$ cat config.mk
export PLATFORM = sky130hd
export DESIGN_NAME = alu_pipe
export DESIGN_NICKNAME = d
export VERILOG_FILES = /design/src/rtl/alu_pipe.sv
export SDC_FILE = /design/constraint.sdc
export NUM_CORES = 1
export LEC_CHECK = 0
export CORE_MARGIN = 5
export CORE_UTILIZATION = 60
export CTS_BUF_LIST = sky130_fd_sc_hd__clkbuf_8
export CTS_CLUSTER_DIAMETER = 150
export DETAILED_ROUTE_END_ITERATION = 12
export PLACE_DENSITY = 0.92
export REMOVE_ABC_BUFFERS = 1
export SLEW_MARGIN = 20
export SYNTH_ARGS = -nofsm -noshare
export SYNTH_HDL_FRONTEND = slang
export SYNTH_SLANG_ARGS = --single-unit
$ cat constraint.sdc
create_clock -name clk -period 6 [get_ports clk]
set_input_delay 1.8 -clock clk [delete_from_list [all_inputs] [get_ports clk]]
set_output_delay 1.8 -clock clk [all_outputs]
set_load 0.02 [all_outputs]
$ cat src/rtl/alu_pipe.sv
// alu_pipe: single-stage ALU with valid/ready handshakes on input and output.
// Define ALU_PIPE_MUL_EN to add the multi-cycle shift-add multiplier on opcode 1100.
module alu_pipe #(
  parameter int WIDTH = 8,
  parameter int SHW   = $clog2(WIDTH)
) (
  input  logic             clk,
  input  logic             rst,
  input  logic             in_valid,
  output logic             in_ready,
  input  logic [3:0]       function_select,
  input  logic [SHW-1:0]   shift,
  input  logic [WIDTH-1:0] A,
  input  logic [WIDTH-1:0] B,
  output logic             out_valid,
  input  logic             out_ready,
  output logic [WIDTH-1:0] F,
  output logic             zero,
  output logic             neg,
  output logic             carry,
  output logic             overflow
);

  localparam logic [3:0] OP_ADD  = 4'b0000;
  localparam logic [3:0] OP_AND  = 4'b0001;
  localparam logic [3:0] OP_SUB  = 4'b0010;
  localparam logic [3:0] OP_SLTU = 4'b0011;
  localparam logic [3:0] OP_NOT  = 4'b0100;
  localparam logic [3:0] OP_OR   = 4'b0101;
  localparam logic [3:0] OP_XOR  = 4'b0110;
  localparam logic [3:0] OP_SLL  = 4'b0111;
  localparam logic [3:0] OP_SRL  = 4'b1000;
  localparam logic [3:0] OP_SRA  = 4'b1001;
  localparam logic [3:0] OP_ADC  = 4'b1010;
  localparam logic [3:0] OP_SLT  = 4'b1011;
  localparam logic [3:0] OP_MUL  = 4'b1100;

  localparam int CW = $clog2(WIDTH);

  logic [WIDTH-1:0] f_q;
  logic             zero_q, neg_q, carry_q, overflow_q, outValid_q, cin_q;

  logic [WIDTH-1:0] res_d;
  logic             carry_d, overflow_d, cinUpdate, isMul;
  logic             inFire, busy, cinIn;
  logic             mulDone, mulCarry;
  logic [WIDTH-1:0] mulF;
  logic [WIDTH:0]   addSum, subDiff, sllWide;

  assign in_ready  = !rst && !busy && (!outValid_q || out_ready);
  assign inFire    = in_valid && in_ready;
  assign out_valid = outValid_q;
  assign F         = f_q;
  assign zero      = zero_q;
  assign neg       = neg_q;
  assign carry     = carry_q;
  assign overflow  = overflow_q;

  // The extra top bit of each wide result is the carry/borrow/last-shifted-out bit.
  assign cinIn   = (function_select == OP_ADC) ? cin_q : 1'b0;
  assign addSum  = {1'b0, A} + {1'b0, B} + {{WIDTH{1'b0}}, cinIn};
  assign subDiff = {1'b0, A} - {1'b0, B};
  assign sllWide = {1'b0, A} << shift;

  always_comb begin
    res_d      = '0;
    carry_d    = 1'b0;
    overflow_d = 1'b0;
    cinUpdate  = 1'b0;
    isMul      = 1'b0;
    case (function_select)
      OP_ADD, OP_ADC: begin
        res_d      = addSum[WIDTH-1:0];
        carry_d    = addSum[WIDTH];
        overflow_d = (A[WIDTH-1] == B[WIDTH-1]) && (res_d[WIDTH-1] != A[WIDTH-1]);
        cinUpdate  = 1'b1;
      end
      OP_SUB: begin
        res_d      = subDiff[WIDTH-1:0];
        carry_d    = subDiff[WIDTH];
        overflow_d = (A[WIDTH-1] != B[WIDTH-1]) && (res_d[WIDTH-1] != A[WIDTH-1]);
        cinUpdate  = 1'b1;
      end
      OP_AND:  res_d = A & B;
      OP_OR:   res_d = A | B;
      OP_XOR:  res_d = A ^ B;
      OP_NOT:  res_d = ~A;
      OP_SLTU: res_d = {{(WIDTH-1){1'b0}}, (A < B)};
      OP_SLT:  res_d = {{(WIDTH-1){1'b0}}, ($signed(A) < $signed(B))};
      OP_SLL: begin
        res_d   = sllWide[WIDTH-1:0];
        carry_d = sllWide[WIDTH];
      end
      OP_SRL:  res_d = A >> shift;
      OP_SRA:  res_d = $unsigned($signed(A) >>> shift);
`ifdef ALU_PIPE_MUL_EN
      OP_MUL:  isMul = 1'b1;
`endif
      default: res_d = '0;
    endcase
  end

  // Result register: a new single-cycle result or a finished multiply wins over draining.
  always_ff @(posedge clk) begin
    if (rst) begin
      f_q        <= '0;
      zero_q     <= 1'b0;
      neg_q      <= 1'b0;
      carry_q    <= 1'b0;
      overflow_q <= 1'b0;
      outValid_q <= 1'b0;
      cin_q      <= 1'b0;
    end else if (inFire && !isMul) begin
      f_q        <= res_d;
      zero_q     <= (res_d == '0);
      neg_q      <= res_d[WIDTH-1];
      carry_q    <= carry_d;
      overflow_q <= overflow_d;
      outValid_q <= 1'b1;
      if (cinUpdate) cin_q <= carry_d;
    end else if (mulDone) begin
      f_q        <= mulF;
      zero_q     <= (mulF == '0);
      neg_q      <= mulF[WIDTH-1];
      carry_q    <= mulCarry;
      overflow_q <= 1'b0;
      outValid_q <= 1'b1;
    end else if (outValid_q && out_ready) begin
      outValid_q <= 1'b0;
    end
  end

`ifdef ALU_PIPE_MUL_EN
  typedef enum logic {IDLE, BUSY} mulState_e;

  mulState_e          state_q;
  logic               busy_q;
  logic [2*WIDTH-1:0] mcand_q, prod_q, prodNext;
  logic [WIDTH-1:0]   mplier_q;
  logic [CW-1:0]      count_q;

  assign prodNext = prod_q + (mplier_q[0] ? mcand_q : '0);
  assign busy     = busy_q;
  assign mulDone  = (state_q == BUSY) && (count_q == CW'(WIDTH - 1));
  assign mulF     = prodNext[WIDTH-1:0];
  assign mulCarry = |prodNext[2*WIDTH-1:WIDTH];

  // One multiplier bit per cycle; the last step's sum is loaded straight into F.
  always_ff @(posedge clk) begin
    if (rst) begin
      state_q  <= IDLE;
      busy_q   <= 1'b0;
      mcand_q  <= '0;
      prod_q   <= '0;
      mplier_q <= '0;
      count_q  <= '0;
    end else begin
      case (state_q)
        IDLE: begin
          if (inFire && isMul) begin
            state_q  <= BUSY;
            busy_q   <= 1'b1;
            mcand_q  <= {{WIDTH{1'b0}}, A};
            mplier_q <= B;
            prod_q   <= '0;
            count_q  <= '0;
          end
        end
        BUSY: begin
          prod_q   <= prodNext;
          mcand_q  <= mcand_q << 1;
          mplier_q <= mplier_q >> 1;
          count_q  <= count_q + CW'(1);
          if (mulDone) begin
            state_q <= IDLE;
            busy_q  <= 1'b0;
          end
        end
        default: begin
          state_q <= IDLE;
          busy_q  <= 1'b0;
        end
      endcase
    end
  end
`else
  assign busy     = 1'b0;
  assign mulDone  = 1'b0;
  assign mulF     = '0;
  assign mulCarry = 1'b0;
`endif

endmodule

==> results.yml, run 1 <==
timing:
  finalSetupViolations: 0
  slew_violations: 0
  relSlewSlack_pct: 41.0
  tightest_slew_ns: 0.879
  finalSetupTns_ns: 0
  final.setup_skew_ns: 0.00194
  period_minus_slack_ns: 4.90
  rsz0062_at_grt: "no"
  fin_crit_sh_pct: 81.7
  hold_viol: 0
  clock.fmax_mhz: 204
grt:
  grt_pass1_vias: 2403
  grt_max_degree: 23
  antenna_found_initial: 0
  track_usage_pct: 27.6
  grt_pass1_wl_um: 11800
  globalRouteOverflowTotal: 0
cts:
  cts_sinks: 13
  cts-root-buf: "clkbuf_8"
  clock_path_buffers: 2
  post-cts-setup-buffers: 0
  cts_max_level: 1
  ctsHoldBuffers: 0
  cts_tree: "done"
  clock_latency_ns: 0.24
  clkTransAtPathRegs_ns: 0.06
  numCtsBuffers: 3
  cts-resized-gates: 0
critical_path:
  critPathRequiredTime_ns: 4.20
  worst_path_max_delay_cell: "clkdlybuf4s50_1"
  arrival_ns: 3.10
  r2r-end: "F[6]"
  cp_slowest_stage_delay_ns: 0.62
  criticalPathCategory: "primary input to output port"
  rr_worst_depth: 9
  crit_chain: "clkdlybuf4s50_1 > nor2_1 > clkdlybuf4s50_1"
  crit_top_cell: "clkdlybuf4s50_1"
  regToRegSetupSlack_ns: 3.31
  start_kind: "primary input"
  worstReg2RegStart: "cin_q"
  cp-end-kind: "output port"
  crit_fanout: 6
power_and_ir_drop:
  ir_drop_mv: 0.0729
  leakage_nw: 1.19
  fin_total_pwr_uw: 392
  p_per_area_mw_per_mm2: 134
routing:
  drt_iter0_drc: 368
  drtAntennaViolNets: 0
  vias_per_cell: 6.68
  wl_per_cell_um: 19.1
  drc: 0
  drt_first_pass_iters: 6
  wirelength_um: 7450
  via_count: 2611
worst_hold_path:
  hold_start: "F[4]"
  hold_class: "flop to flop"
  min_path_cells: 2
  holdPathEnd: "F[4]"
layout:
  fillerInstances: 331
  design_area_sq_mm: 0.00292
  diodes: 0
  finish.utilization_pct: 72.5
  layout_common_cells: "40 x clkdlybuf4s50_1, 28 x inv_1, 25 x nor2_1"
  area_growth_pct: 16.7
  drive_above_1_share_pct: 8.80
  final_common_cell: "clkdlybuf4s50_1"
  nNetsFinal: 396
synth:
  synth_seq_cells: 13
  syn_area_sq_mm: 0.00250
  ys_seq_area_share_pct: 10.4
  synth.avg_cell_area_sq_um: 7.89
  syn_inst: 317
  ys_warn_count: 0
  synth_cell_types: 66
  synth_edf_count: 0
  synthArstFlopShare_pct: 0
  synthFlopType: "dfxtp_1"
floorplanning:
  core_sq_mm: 0.00403
  die_w_um: 74.6
  start_util_pct: 62.1
  die_area_sq_mm: 0.00556
  die_h_um: 74.6
  rows: 23
  ios: 41
job:
  maxCapViolCount: 0
place:
  dp_hpwl_um: 5920
  place_area_sq_mm: 0.00288
  gp_congestion: 1.02
  port_buffers: 40
outcome:
  status: "finished, final reports clean"
## per-stage QoR
step                setup WS, ns  std cells  hold slack [ns]
floorplan                   1.79        292            0.473
global placement            1.04        387            0.451
detailed placement         0.955        387            0.459
CTS                         1.13        391            0.467
global route                1.04        391            0.497
finish                      1.10        391            0.466
## where the power goes
group	internal (mW)	leakage (nW)	total, mW	switching (mW)
Clock	0.0452	0.0269	0.0773	0.0321
Combinational	0.0982	1.06	0.218	0.120
Sequential	0.0929	0.107	0.0965	0.00356
Total	0.236	1.19	0.392	0.155
## cell type report
cell class | instances | area [sq um] | share of cell area (%)
Sequential cell | 13 | 260 | 8.91
Timing Repair Buffer | 45 | 438 | 15.0
Inverter | 28 | 105 | 3.60
Multi-Input combinational cell | 251 | 2010 | 68.8
Tap cell | 50 | 62.6 | 2.14
Clock buffer | 3 | 41.3 | 1.41
Clock inverter | 1 | 3.75 | 0.129
## registers in the layout (all words and copies together) (netlist names)
name and count:
carry 1, zero 1, cin_q 1, overflow 1, out_valid 1, F 8
## synth_stat cells, types with 4 or more instances
cell	instances	area (sq um)
o21ai_0	16	80.1
a22oi_1	4	30.0
nand2b_1	8	50.1
mux4_2	5	113
nor2_1	25	93.8
nand3_1	11	55.1
nor2b_1	10	62.6
clkbuf_1	9	33.8
mux2i_1	11	110
o221ai_1	5	43.8
buf_2	12	60.1
dfxtp_1	13	260
nor3_1	9	45.0
inv_1	27	101
nor3b_1	5	37.5
nand2_1	17	63.8
o2111ai_1	5	43.8
ha_1	24	300
a21oi_1	13	65.1
## cells by family after synthesis
family | share of synthesized area (%)
adders and majority gates | 14.4
muxes | 13.4
xor gates and xnor gates | 1.75
AOI/OAI and AO/OA | 29.1
buffers and inverters | 9.30
DFF | 10.4
and+or+nand+nor | 21.7
## metal layers
metal | GRT usage [%] | vias up | wire length (um)
li1 | - | 1234 | -
met1 | 37.0 | 1218 | 3050
met2 | 44.5 | 131 | 3480
met3 | 4.73 | 28 | 629
met4 | 10.5 | 0 | 288
met5 | 0 | - | 0
## how the worst max path moves through the flow
stage | from | to | slack [ns] | cells past startpoint
after floorplan | function_select[1] | F[6] | 1.79 | 10
after global placement | A[0] | F[6] | 1.04 | 10
after detailed placement | A[0] | F[6] | 0.96 | 10
after CTS | rst | in_ready | 1.13 | 3
after global routing | A[0] | F[6] | 1.04 | 10
final | rst | in_ready | 1.10 | 3
## critical path, delay by kind of cell
kind	cells	cell delay [ns]
buffers and inverters	2	1.14
and+or+nand+nor	1	0.15
No activity file was read; power rests on OpenSTA's default activity.
==> run 2: changes to the inputs <==
- CORE_UTILIZATION: 60 -> 51
- PLACE_DENSITY: 0.92 -> 0.84
- clock period: 6 -> 3.96 ns (I/O delays scaled with it)
==> results.yml, run 2 (synthesis gave the netlist of run 1 again) <==
outcome:
  status: "finished, final reports clean"
routing:
  drt_first_pass_iters: 7
  vias_per_cell: 6.41
  drt_iter0_drc: 221
  wirelength_um: 7810
  drtAntennaViolNets: 0
  drc: 0
  via_count: 2776
  wl_per_cell_um: 18.0
timing:
  hold_viol: 0
  rsz0062_at_grt: "no"
  slew_violations: 0
  finalSetupTns_ns: 0
  tightest_slew_ns: 0.631
  fin_crit_sh_pct: 96.4
  finalSetupViolations: 0
  period_minus_slack_ns: 3.82
  clock.fmax_mhz: 262
  final.setup_skew_ns: 0.000361
  relSlewSlack_pct: 57.8
  worst_slack_ns: 0.143
grt:
  globalRouteOverflowTotal: 0
  grt_pass1_vias: 2612
  grt_max_degree: 23
  antenna_found_initial: 0
  grt_pass1_wl_um: 12700
  track_usage_pct: 24.9
critical_path:
  critPathRequiredTime_ns: 4.09
  cp-end-kind: "flop"
  arrival_ns: 3.95
  crit_fanout: 3
  criticalPathCategory: "primary input to flop"
  start_kind: "primary input"
  rr_worst_depth: 9
cts:
  clock_latency_ns: 0.24
  cts_max_level: 1
  clock_path_buffers: 2
  cts-root-buf: "clkbuf_8"
  cts_tree: "done"
  cts-resized-gates: 0
  numCtsBuffers: 3
  clkTransAtPathRegs_ns: 0.06
  post-cts-setup-buffers: 0
  cts_sinks: 13
power_and_ir_drop:
  ir_drop_mv: 0.122
  fin_total_pwr_uw: 622
  p_per_area_mw_per_mm2: 199
  leakage_nw: 1.31
layout:
  diodes: 0
  seqCellArea_sq_um: 260
  drive_above_1_share_pct: 15.0
  nNetsFinal: 421
  area_growth_pct: 25.0
  final_common_cell: "clkdlybuf4s50_1"
  final_cells: 433
  layout_common_cells: "40 x clkdlybuf4s50_1, 30 x buf_4, 28 x inv_1"
  fillerInstances: 424
  finish.utilization_pct: 65.8
  largest_reg_flops: 8
  multiInputGateArea_sq_mm: 0.00201
floorplanning:
  die_w_um: 80.0
  core_sq_mm: 0.00475
  die_h_um: 80.0
  die_area_sq_mm: 0.00641
  ios: 41
  start_util_pct: 52.6
  rows: 25
place:
  dp.cells: 429
  dp_hpwl_um: 6150
  gp_congestion: 1.00
  port_buffers: 40
  pre_cts_ws_ns: -0.117
worst_hold_path:
  hold_class: "flop to flop"
  min_path_cells: 2
job:
  maxCapViolCount: 0
[run 2: cell types whose count changed in the layout (fill, tap and decap cells not counted), sizes merged]
cell  delta
buf     +25
[run 2: power by group]
group          switching (mW)  internal (mW)
logic                   0.189          0.169
clock network          0.0498         0.0685
registers             0.00498          0.141
total                   0.244          0.378
[run 2: path summary, 6_finish.rpt]
kind                                    startpoint    to  slack (ns)
worst max register to register               cin_q  F[6]        1.40
worst min-delay path                          F[0]  F[0]        0.47
worst max-delay path            function_select[2]  F[6]        0.14
worst min register to register                F[0]  F[0]        0.47
[run 2: through the flow]
step	instance area (sq um)	hold WS (ns)
6_report	3130	0.472
2_1_floorplan	2370	0.473
3_5_place_dp	3080	0.467
5_1_grt	3130	0.504
3_3_place_gp	3080	0.455
4_1_cts	3130	0.477
[run 2: final cells by class]
cell class / instances / share of cell area, %
clock buffer: 3 / 1.32
sequential: 13 / 8.32
inverter: 28 / 3.36
tap: 67 / 2.68
clock inverter: 1 / 0.120
multi-input combinational: 251 / 64.2
timing repair buffer: 70 / 20.0
[run 2: routing by layer]
| metal | vias up | share of wire (%) | GRT usage, % |
|---|---|---|---|
| li1 | 1285 | - | - |
| met1 | 1290 | 40 | 32.8 |
| met2 | 179 | 46 | 39.7 |
| met3 | 22 | 11 | 5.53 |
| met4 | 0 | 2.7 | 8.78 |
| met5 | - | 0 | 0 |
[run 2: what timing repair did]
item                                    CTS  global route
hold buffers                              0             0
hold endpoints to repair                  0             0
endpoints found under the setup margin    0             1
[run 2: worst max-delay path, stage by stage]
cell,delay [ns]
clkdlybuf4s50_1,0.53
nor2b_1,0.09
nand3_1,0.10
fa_1,0.19
inv_1,0.06
fa_1,0.39
a31o_1,0.23
a31o_1,0.24
a221o_1,0.34
a221o_1,0.34
mux2_2,0.27
==> run 3: changes to the inputs <==
- GPL_ROUTABILITY_DRIVEN: unset -> 0
==> results.yml, run 3 (synthesis gave the netlist of run 1 again) <==
cts:
  numCtsBuffers: 3
  cts_max_level: 1
  cts-resized-gates: 0
  post-cts-setup-buffers: 0
  clkTransAtPathRegs_ns: 0.05
  cts-root-buf: "clkbuf_8"
  cts_tree: "done"
  clock_path_buffers: 2
  ctsHoldBuffers: 0
  clock_latency_ns: 0.24
  cts_sinks: 13
timing:
  clock.fmax_mhz: 262
  rsz0062_at_grt: "no"
  holdWs_ns: 0.456
  period_minus_slack_ns: 3.82
  tightest_slew_ns: 0.810
  worst_slack_ns: 0.145
  finalSetupViolations: 0
  fin_crit_sh_pct: 96.3
  relSlewSlack_pct: 45.6
  slew_violations: 0
  finalSetupTns_ns: 0
  hold_viol: 0
  final.setup_skew_ns: 0.00415
grt:
  track_usage_pct: 24.8
  globalRouteOverflowTotal: 0
  antenna_found_initial: 0
  grt_max_degree: 23
  grt_pass1_wl_um: 12800
  grt_pass1_vias: 2696
critical_path:
  arrival_ns: 3.95
  start_kind: "primary input"
  criticalPathCategory: "primary input to flop"
  cp-end-kind: "flop"
  critPathRequiredTime_ns: 4.09
  crit_fanout: 3
floorplanning:
  die_area_sq_mm: 0.00641
  start_util_pct: 52.6
  core_sq_mm: 0.00475
  die_w_um: 80.0
  rows: 25
  die_h_um: 80.0
  ios: 41
layout:
  nNetsFinal: 418
  final_cells: 430
  largest_reg_flops: 8
  final_common_cell: "clkdlybuf4s50_1"
  area_growth_pct: 24.2
  diodes: 0
  design_area_sq_mm: 0.00311
  drive_above_1_share_pct: 14.6
  fillerInstances: 414
  layout_common_cells: "39 x clkdlybuf4s50_1, 27 x inv_1, 27 x buf_4"
power_and_ir_drop:
  p_seq_share_pct: 23.7
  p_sw_share_pct: 38.9
  p_per_area_mw_per_mm2: 198
  clkPwrFrac_pct: 18.5
  p_int_uw: 376
  ir_drop_mv: 0.121
  leakage_nw: 1.31
  switchingPower_uw: 239
  combPwrFrac_pct: 57.8
routing:
  drt_first_pass_iters: 5
  wl_per_cell_um: 18.0
  drtAntennaViolNets: 0
  vias_per_cell: 6.41
  drt_iter0_drc: 300
  wirelength_um: 7750
  drc: 0
  via_count: 2758
place:
  dp.cells: 426
  dp_hpwl_um: 6110
  place_area_sq_mm: 0.00306
  pre_cts_ws_ns: -0.173
  port_buffers: 40
outcome:
  status: "finished, final reports clean"
worst_hold_path:
  hold_class: "flop to flop"
job:
  maxCapViolCount: 0
-- run 3: cell count changes in the layout (fill, tap and decap cells not counted) --
cell,previous run,this run
dlymetal6s2s_1,0,1
clkdlybuf4s50_1,40,39
inv_1,28,27
inv_2,0,1
buf_4,30,27
-- run 3: through the flow --
| stage | total power, mW | util (%) |
|---|---|---|
| finish | 0.614 | 65.4 |
| CTS | 0.609 | 65.3 |
| detailed placement | 0.496 | 64.4 |
| global placement | 0.484 | 64.4 |
| global route | 0.653 | 65.4 |
| floorplan | 0.342 | - |
-- run 3: power by group through the flow --
stage               logic, mW  clock network (mW)  registers (mW)
global route            0.383               0.123           0.147
global placement        0.336                   0           0.148
floorplan               0.180                   0           0.161
CTS                     0.348               0.115           0.145
detailed placement      0.347                   0           0.148
finish                  0.355               0.114           0.145
-- run 3: final cells by class --
cell class | instances | area (sq um) | share of cell area [%]
timing repair buffer | 67 | 606 | 19.5
sequential | 13 | 260 | 8.37
clock buffer | 3 | 41.3 | 1.33
multi-input combinational | 251 | 2010 | 64.6
inverter | 28 | 105 | 3.38
clock inverter | 1 | 3.75 | 0.121
tap | 67 | 83.8 | 2.70
-- run 3: final timing paths --
check	from	end	slack, ns	cells past startpoint
worst min register to register	F[4]	F[4]	0.46	2
worst max-delay path	function_select[3]	F[6]	0.14	11
worst min-delay path	F[4]	F[4]	0.46	2
worst max register to register	cin_q	F[6]	1.36	9
-- run 3: routing by layer --
layer  GRT usage (%)  wire length, um  share of wire, %
met1            31.8             3070                40
met5               0                0                 0
met2            39.7             3540                46
met3            4.40              757               9.8
met4            12.3              389               5.0
-- run 3: critical path, cell delays in order --
cell	delay, ns
clkdlybuf4s50_1	0.43
nor2b_1	0.15
nand3_1	0.10
fa_1	0.19
inv_1	0.05
fa_1	0.40
a31o_1	0.23
a31o_1	0.24
a221o_1	0.34
a221o_1	0.36
mux2_2	0.27
